==> config.mk <==
export PLATFORM = sky130hd
export DESIGN_NAME = multimode_ff_bank
export DESIGN_NICKNAME = d
export VERILOG_FILES = /design/src/rtl/ff_bank_pkg.sv /design/src/rtl/ff_cell.sv /design/src/rtl/multimode_ff_bank.sv
export SDC_FILE = /design/constraint.sdc
export NUM_CORES = 1
export LEC_CHECK = 0
export BUFFER_PORTS_ARGS = -buffer_cell sky130_fd_sc_hd__buf_4
export CELL_PAD_IN_SITES_DETAIL_PLACEMENT = 1
export CELL_PAD_IN_SITES_GLOBAL_PLACEMENT = 1
export CORE_MARGIN = 4
export CORE_UTILIZATION = 32
export CTS_CLUSTER_SIZE = 24
export DETAILED_ROUTE_END_ITERATION = 12
export GPL_TIMING_DRIVEN = 0
export PLACE_DENSITY_LB_ADDON = 0.1
export REMOVE_ABC_BUFFERS = 1
export SLEW_MARGIN = 30
export SYNTH_ARGS = -nofsm -noshare
export SYNTH_HDL_FRONTEND = slang
export SYNTH_SLANG_ARGS = --single-unit
==> constraint.sdc <==
create_clock -name CLK -period 1.3 [get_ports CLK]
set_input_delay 0.065 -clock CLK [delete_from_list [all_inputs] [get_ports CLK]]
set_output_delay 0.065 -clock CLK [all_outputs]
set_load 0.02 [all_outputs]
==> src/rtl/ff_bank_pkg.sv <==
// Shared mode encodings and the per-bit next-state rule for the multimode flip-flop bank.
package ff_bank_pkg;

  localparam logic [1:0] MODE_D  = 2'b00;
  localparam logic [1:0] MODE_T  = 2'b01;
  localparam logic [1:0] MODE_JK = 2'b10;
  localparam logic [1:0] MODE_SR = 2'b11;

  // a is D/T/J/S, b is K/R; S=R=1 holds (the error flag is raised elsewhere)
  function automatic logic ff_next(input logic [1:0] mode, input logic q,
                                   input logic a, input logic b);
    logic nxt;
    nxt = q;
    case (mode)
      MODE_D:  nxt = a;
      MODE_T:  nxt = q ^ a;
      MODE_JK: begin
        case ({a, b})
          2'b01:   nxt = 1'b0;
          2'b10:   nxt = 1'b1;
          2'b11:   nxt = ~q;
          default: nxt = q;
        endcase
      end
      MODE_SR: begin
        case ({a, b})
          2'b01:   nxt = 1'b0;
          2'b10:   nxt = 1'b1;
          default: nxt = q;
        endcase
      end
      default: nxt = q;
    endcase
    return nxt;
  endfunction

endpackage

==> src/rtl/ff_cell.sv <==
// One channel of the bank: stored bit, registered change pulse and sticky S=R=1 error flag.
module ff_cell
  import ff_bank_pkg::*;
(
  input  logic       clk,
  input  logic       reset,
  input  logic [1:0] mode,
  input  logic       ce,
  input  logic       a,
  input  logic       b,
  input  logic       load,
  input  logic       load_val,
  input  logic       err_clr,
  input  logic       rst_val,
  output logic       q,
  output logic       changed,
  output logic       sr_err
);

  logic q_next;
  logic sr_viol;

  always_comb begin
    q_next = q;
    if (load)
      q_next = load_val;
    else if (ce)
      q_next = ff_next(mode, q, a, b);
  end

  assign sr_viol = !load && ce && (mode == MODE_SR) && a && b;

  // A new violation outranks a simultaneous clear so no event is lost
  always_ff @(posedge clk) begin
    if (reset) begin
      q       <= rst_val;
      changed <= 1'b0;
      sr_err  <= 1'b0;
    end else begin
      q       <= q_next;
      changed <= q_next ^ q;
      sr_err  <= sr_viol | (sr_err & ~err_clr);
    end
  end

endmodule

==> src/rtl/multimode_ff_bank.sv <==
// Bank of WIDTH independent D/T/JK/SR flip-flops sharing a clock and a bank-wide mode select.
module multimode_ff_bank
  import ff_bank_pkg::*;
#(
  parameter int               WIDTH     = 8,
  parameter logic [WIDTH-1:0] RESET_VAL = '0
) (
  input  logic             CLK,
  input  logic             RESET,
  input  logic [1:0]       MODE,
  input  logic [WIDTH-1:0] CE,
  input  logic [WIDTH-1:0] A,
  input  logic [WIDTH-1:0] B,
  input  logic             LOAD,
  input  logic [WIDTH-1:0] LOAD_VAL,
  input  logic             ERR_CLR,
  output logic [WIDTH-1:0] Q,
  output logic [WIDTH-1:0] Q_N,
  output logic [WIDTH-1:0] CHANGED,
  output logic [WIDTH-1:0] SR_ERR
);

  localparam logic [WIDTH-1:0] RST_BITS = RESET_VAL;

  for (genvar i = 0; i < WIDTH; i++) begin : g_cell
    ff_cell u_cell (
      .clk      (CLK),
      .reset    (RESET),
      .mode     (MODE),
      .ce       (CE[i]),
      .a        (A[i]),
      .b        (B[i]),
      .load     (LOAD),
      .load_val (LOAD_VAL[i]),
      .err_clr  (ERR_CLR),
      .rst_val  (RST_BITS[i]),
      .q        (Q[i]),
      .changed  (CHANGED[i]),
      .sr_err   (SR_ERR[i])
    );
  end

  assign Q_N = ~Q;

endmodule

==> reports/results.txt, run 1 <==
Outcome -> completed
Area Growth Syn to Fin -> 25.4%
Met2 wire length -> 2670 um
Port bufs -> 69
Initial Util -> 33.6%
Post-synth EDFFs -> 0
Async SR Flop Fraction -> 0%
Synth cell count leaders -> 27 x buf_4, 24 x dfxtp_1, 22 x nor2_1
Slew @ Worst Pin -> 464 ps
HP Class -> in -> reg
Met3 wire length -> 340 um
Worst-path fanout max -> 8
Tcrit/Tclk final -> 98.4%
Top Layer Used -> met4
All-Layer GR Usage -> 15.3%
Number of top-level pins -> 70
Initial antenna violation count -> 0
Final setup vio count -> 0
Root Driver -> clkbuf_8
Share of cells above drive strength 1 -> 36.1%
Inst Count DP -> 360
Post-synth top area cell -> dfxtp_1
Post-synthesis compound-gate area fraction -> 20.2%
Die X -> 87.5 um
Clock sinks -> 24
Post-DP HPWL -> 4070 um
Clk_skew -> 1.48 ps
Core Region -> 6030 sq um
Synth Area in Simple Gates -> 19.1%
FF-to-FF path depth -> 4
WS Path Type -> reg -> reg
Ant diodes -> 0
Area after DPL -> 2370 sq um
DRC viols -> 0
Final Cell Area -> 2530 sq um
YS warnings -> 0
Main synth FF type -> dfxtp_1
DRT Pass-1 Iters -> 5
Final wirelength -> 5790 um
Initial DRC Count -> 56
Hold Vio Cnt, Final -> 0
CTS tree -> built
GRT Residual Overflow -> 0
CP endpoint kind -> flop
Maximum clock insertion buffer count -> 2
Top-area cell type share of the netlist area -> 23.8%
Vias in the first global route -> 1917
Clock edge transition at the registers on the reported setup and hold paths -> 100 ps
Routed vias -> 1898
WL met1 -> 2740 um
Die Ht -> 87.5 um
Multiplexer share of the synthesized area -> 8.97%
Final Slew Violations -> 0
Most frequent cell after synthesis -> buf_4
R2r endpoint -> g_cell[4].u_cell.changed$_SDFF_PP0_
Mean Syn Cell Area -> 7.87 sq um
Max-slew headroom -> 69.0%
Antenna-violating nets left -> 0
Gp weighted congestion -> 0.737
Pwr per Cell Area -> 910 nW/um^2
RSZ-0062 raised after global routing -> yes
Max_cap viols -> 0
Crit path launch type -> flop
Layout Nets -> 343
Final Critical Period -> 1280 ps
Synth cell types -> 41
CTS buffer count -> 3
Syn Std Cell Area -> 2020 sq um
Hold_sp -> LOAD_VAL[2]
Setup_tns -> 0 ps
Reg2reg setup slack -> 20 ps
Fmax -> 782 MHz
Site Rows -> 28
Vias/cell -> 5.12
Mapped Cells -> 257
Post-Synth Adder-Cell Area -> 4.95%
Peak supply drop -> 0.447 mV
CP Capture Point -> g_cell[4].u_cell.changed$_SDFF_PP0_
Skew-Pair Late Insertion Delay -> 270 ps
DIE AREA -> 7650 sq um
Largest family of logic cells by synthesized area -> compound AO/OA/AOI/OAI gates
Sequential-to-total area share from yosys stat -> 23.8%
Xor and xnor area share after synthesis -> 6.50%
Layout fillers -> 743
CP Data Required Time -> 1460 ps
R2R Path Start -> g_cell[4].u_cell.q$_SDFF_PP0_
Leakage -> 1.13 nW
Crit path from -> g_cell[4].u_cell.q$_SDFF_PP0_
Synth area leaders -> dfxtp_1 24%, buf_4 10%, mux2i_1 5.4%, ha_1 5.0%, nor2_1 4.1%
Largest net degree at the start of global routing -> 34
Non-filler instance count after layout -> 371
Flops & latches, synth -> 24
Routed WL per cell -> 15.6 um
CTS Hold Bufs -> 0
First-pass GRT wire length -> 9360 um
Layout Utilization -> 42.1%
Crit path DAT -> 1440 ps
Overall power -> 2.31 mW
H-tree depth -> 1
## timing repair
action | in CTS | in global routing
setup endpoints to repair | 10 | 11
pin swaps | 1 | 4
resized for setup | 8 | 12
setup buffers | 2 | 5
## final cells by class
| class | count | area, sq um | area share (%) |
|---|---|---|---|
| Multi-Input combinational cell | 174 | 1220 | 48.3 |
| Tap cell | 75 | 93.8 | 3.70 |
| Clock buffer | 3 | 41.3 | 1.63 |
| Inverter | 18 | 67.6 | 2.67 |
| Clock inverter | 1 | 30.0 | 1.18 |
| Timing Repair Buffer | 76 | 571 | 22.5 |
| Sequential cell | 24 | 508 | 20.0 |
## sequential cells by signal, summed over array words and instances (netlist names)
name,cells
g_cell.u_cell.sr_err,8
g_cell.u_cell.q,8
g_cell.u_cell.changed,8
## through the flow
step / hold slack, ps / setup WS (ps)
2_1_floorplan: 127 / -197
3_3_place_gp: 292 / -205
3_5_place_dp: 300 / -237
4_1_cts: 4.58 / 4.98
5_1_grt: 19.8 / -13.8
6_report: 12.6 / 20.7
## metal layers
layer | vias to the layer above | global-route usage, %
li1 | 950 | -
met1 | 894 | 20.8
met2 | 52 | 24.7
met3 | 2 | 2.93
met4 | 0 | 4.04
met5 | - | 0
## placed cells by master, fill, tap and decap left out, drive strengths merged, types with 3 or more instances in the layout
master | Yosys | layout
o21ai | 11 | 11
buf | 32 | 76
mux2 | 5 | 5
clkbuf | 9 | 3
nand2b | 10 | 10
dfxtp | 24 | 24
o221a | 5 | 5
a21oi | 13 | 13
a22oi | 5 | 5
xor2 | 7 | 7
inv | 18 | 18
or3 | 5 | 5
o211ai | 5 | 5
nand2 | 17 | 17
nand4 | 8 | 8
mux2i | 11 | 11
ha | 8 | 8
nand3 | 11 | 11
xnor2 | 8 | 8
o22ai | 6 | 6
nor2 | 23 | 23
## cells by family (layout without fill, tap and decap cells)
family	Yosys count	in the layout
buf+inv	59	98
xor+xnor	15	15
flops	24	24
compound gates	56	56
mux	16	16
fa+ha+maj	8	8
simple gates	79	79
## critical path, stage by stage (launching register included)
cell and delay, ps:
dfxtp_4 390, a21oi_1 180, o221ai_2 150, a222oi_1 350, a311oi_1 90
## worst min-delay path by stage
| stage | end | slack [ps] | cells past startpoint |
|---|---|---|---|
| final | g_cell[2].u_cell.q$_SDFF_PP0_ | 10 | 3 |
| after global routing | g_cell[2].u_cell.q$_SDFF_PP0_ | 20 | 3 |
| after CTS | g_cell[3].u_cell.q$_SDFF_PP0_ | 5 | 3 |
| after detailed placement | g_cell[2].u_cell.q$_SDFF_PP0_ | 300 | 3 |
| after global placement | g_cell[2].u_cell.q$_SDFF_PP0_ | 290 | 3 |
| after floorplan | g_cell[4].u_cell.q$_SDFF_PP0_ | 130 | 1 |
## report_power, final
part | internal (mW) | switching [mW] | leakage, nW
Combinational | 0.380 | 0.396 | 0.889
Clock | 0.412 | 0.280 | 0.0357
Sequential | 0.784 | 0.0551 | 0.202
Power figures use the tool's default switching activity.
==> inputs of run 2 (changes only) <==
Settings changed: CORE_MARGIN 4 to unset.
==> reports/results.txt, run 2 (synthesized netlist as in run 1, its figures left out) <==
Outcome -> completed (unchanged)
Root Driver -> clkbuf_8 (unchanged)
Largest registers -> g_cell.u_cell.changed: 8 flops, g_cell.u_cell.q: 8 flops, g_cell.u_cell.sr_err: 8 flops (unchanged)
Crit path launch type -> flop (unchanged)
Worst-path fanout max -> 7 (was 8)
Routed WL per cell -> 14.2 um (was 15.6 um)
Vias/cell -> 5.13 (was 5.12)
Commonest non-fill, non-tap cells in the layout -> 72 x buf_4, 22 x nor2_1, 18 x inv_1, 16 x nand2_1, 16 x dfxtp_1 (was 76 x buf_4, 22 x nor2_1, 18 x inv_1, 16 x nand2_1, 16 x dfxtp_1)
Antenna-violating nets left -> 0 (unchanged)
Leakage -> 1.09 nW (was 1.13 nW)
Post-DP HPWL -> 3770 um (was 4070 um)
Maximum clock insertion buffer count -> 2 (unchanged)
Die X -> 81.5 um (was 87.5 um)
Slew @ Worst Pin -> 496 ps (was 464 ps)
Routed vias -> 1877 (was 1898)
Final WS setup -> 23.4 ps (was 20.7 ps)
HP Class -> in -> reg (unchanged)
RSZ-0062 raised after global routing -> yes (unchanged)
Final setup vio count -> 0 (unchanged)
Port bufs -> 69 (unchanged)
Max-slew headroom -> 66.9% (was 69.0%)
Clk_skew -> 5.86 ps (was 1.48 ps)
First-pass GRT wire length -> 8450 um (was 9360 um)
Largest net degree at the start of global routing -> 34 (unchanged)
GRT Residual Overflow -> 0 (unchanged)
Layout Nets -> 339 (was 343)
Area Growth Syn to Fin -> 22.6% (was 25.4%)
Leading cell type in the layout, fill and taps excluded -> buf_4 (unchanged)
CTS Hold Bufs -> 0 (unchanged)
Fmax -> 783 MHz (was 782 MHz)
Crit path from -> g_cell[2].u_cell.q$_SDFF_PP0_ (was g_cell[4].u_cell.q$_SDFF_PP0_)
Crit path DAT -> 1480 ps (was 1440 ps)
Site Rows -> 28 (unchanged)
Peak supply drop -> 0.357 mV (was 0.447 mV)
Final wirelength -> 5210 um (was 5790 um)
Register area -> 508 sq um (unchanged)
Tcrit/Tclk final -> 98.2% (was 98.4%)
Vias in the first global route -> 1787 (was 1917)
Initial Util -> 33.8% (was 33.6%)
H-tree depth -> 1 (unchanged)
Final Critical Period -> 1280 ps (about the same)
CP endpoint kind -> flop (unchanged)
Max_cap viols -> 0 (unchanged)
Final Slew Violations -> 0 (unchanged)
CTS tree -> built (unchanged)
CTS buffer count -> 3 (unchanged)
Area of the multi-input gates -> 1230 sq um (was 1220 sq um)
Skew-Pair Late Insertion Delay -> 270 ps (about the same)
Setup slack at placement -> -218 ps (was -237 ps)
FF-to-FF path depth -> 4 (unchanged)
DRC viols -> 0 (unchanged)
Core Region -> 5990 sq um (was 6030 sq um)
Hold Vio Cnt, Final -> 0 (unchanged)
CP Data Required Time -> 1500 ps (was 1460 ps)
Pwr per Cell Area -> 827 nW/um^2 (was 910 nW/um^2)
WS Path Type -> reg -> reg (unchanged)
Initial antenna violation count -> 0 (unchanged)
Clock edge transition at the registers on the reported setup and hold paths -> 80 ps (was 100 ps)
DRT Pass-1 Iters -> 4 (was 5)
Ant diodes -> 0 (unchanged)
CP Capture Point -> g_cell[2].u_cell.changed$_SDFF_PP0_ (was g_cell[4].u_cell.changed$_SDFF_PP0_)
Gp weighted congestion -> 0.717 (was 0.737)
Initial DRC Count -> 49 (was 56)
Number of top-level pins -> 70 (unchanged)
Share of cells above drive strength 1 -> 36.1% (about the same)
All-Layer GR Usage -> 16.5% (was 15.3%)
DIE AREA -> 6640 sq um (was 7650 sq um)
R2r endpoint -> g_cell[2].u_cell.changed$_SDFF_PP0_ (was g_cell[4].u_cell.changed$_SDFF_PP0_)
Reg2reg setup slack -> 20 ps (about the same)
Die Ht -> 81.5 um (was 87.5 um)
Layout fillers -> 745 (was 743)
Clock sinks -> 24 (unchanged)
R2R Path Start -> g_cell[2].u_cell.q$_SDFF_PP0_ (was g_cell[4].u_cell.q$_SDFF_PP0_)
Hold_ws -> 20.0 ps (was 12.6 ps)
-- run 2: cell count changes in the layout (fill, tap and decap cells not counted), sizes merged --
cell	delta
bufinv	-1
buf	-4
-- run 2: worst max-delay path: stages, from the launching register on --
cell and delay, ps:
dfxtp_4 390, nand2_1 70, mux2_4 310, a211oi_2 230, mux2i_1 210
-- run 2: metrics by stage --
step | utilization, % | TNS [ps] | cells | cell area [sq um] | total power, mW
finish | 41.4 | 0 | 366 | 2480 | 2.05
global route | 41.4 | -97.1 | 366 | 2480 | 2.19
CTS | 40.5 | -35.3 | 363 | 2430 | 2.08
detailed placement | 39.5 | -1870 | 360 | 2370 | 1.60
global placement | 39.5 | -1740 | 360 | 2370 | 1.59
floorplan | - | -776 | 216 | 1760 | 1.26
-- run 2: worst min-delay path by stage --
| stage | from | end | slack (ps) | depth (start not counted) |
|---|---|---|---|---|
| global route | LOAD_VAL[2] | g_cell[2].u_cell.q$_SDFF_PP0_ | 30 | 3 |
| global placement | LOAD_VAL[2] | g_cell[2].u_cell.q$_SDFF_PP0_ | 300 | 3 |
| finish | LOAD_VAL[2] | g_cell[2].u_cell.q$_SDFF_PP0_ | 20 | 3 |
| floorplan | RESET | g_cell[4].u_cell.q$_SDFF_PP0_ | 130 | 1 |
| CTS | LOAD_VAL[2] | g_cell[2].u_cell.q$_SDFF_PP0_ | 9 | 3 |
| detailed placement | LOAD_VAL[2] | g_cell[2].u_cell.q$_SDFF_PP0_ | 300 | 3 |
-- run 2: report_power, final --
part           switching [mW]  total (mW)  internal [mW]
Sequential             0.0592       0.844          0.784
Clock                   0.248       0.456          0.208
Combinational           0.381       0.751          0.370
Total                   0.688        2.05           1.36
-- run 2: per-layer routing --
| metal | vias to the layer above | global-route usage (%) | part of all wire [%] |
|---|---|---|---|
| met5 | - | 0 | 0 |
| met4 | 0 | 3.21 | 0.44 |
| met3 | 2 | 3.00 | 4.0 |
| met2 | 37 | 29.0 | 49 |
| met1 | 895 | 20.9 | 47 |
| li1 | 943 | - | - |
-- run 2: layout make-up --
| type | instances | area share (%) |
|---|---|---|
| sequential | 24 | 20.5 |
| multi-input combinational | 174 | 49.5 |
| timing repair buffer | 72 | 21.8 |
| tap | 75 | 3.79 |
| clock buffer | 3 | 1.67 |
| inverter | 18 | 2.73 |
-- run 2: timing repair --
| item | 4_1_cts | 5_1_grt |
|---|---|---|
| setup endpoints to repair | 10 | 10 |
| buffers inserted | 0 | 3 |
| resized for setup | 10 | 11 |
| pin swaps | 2 | 3 |
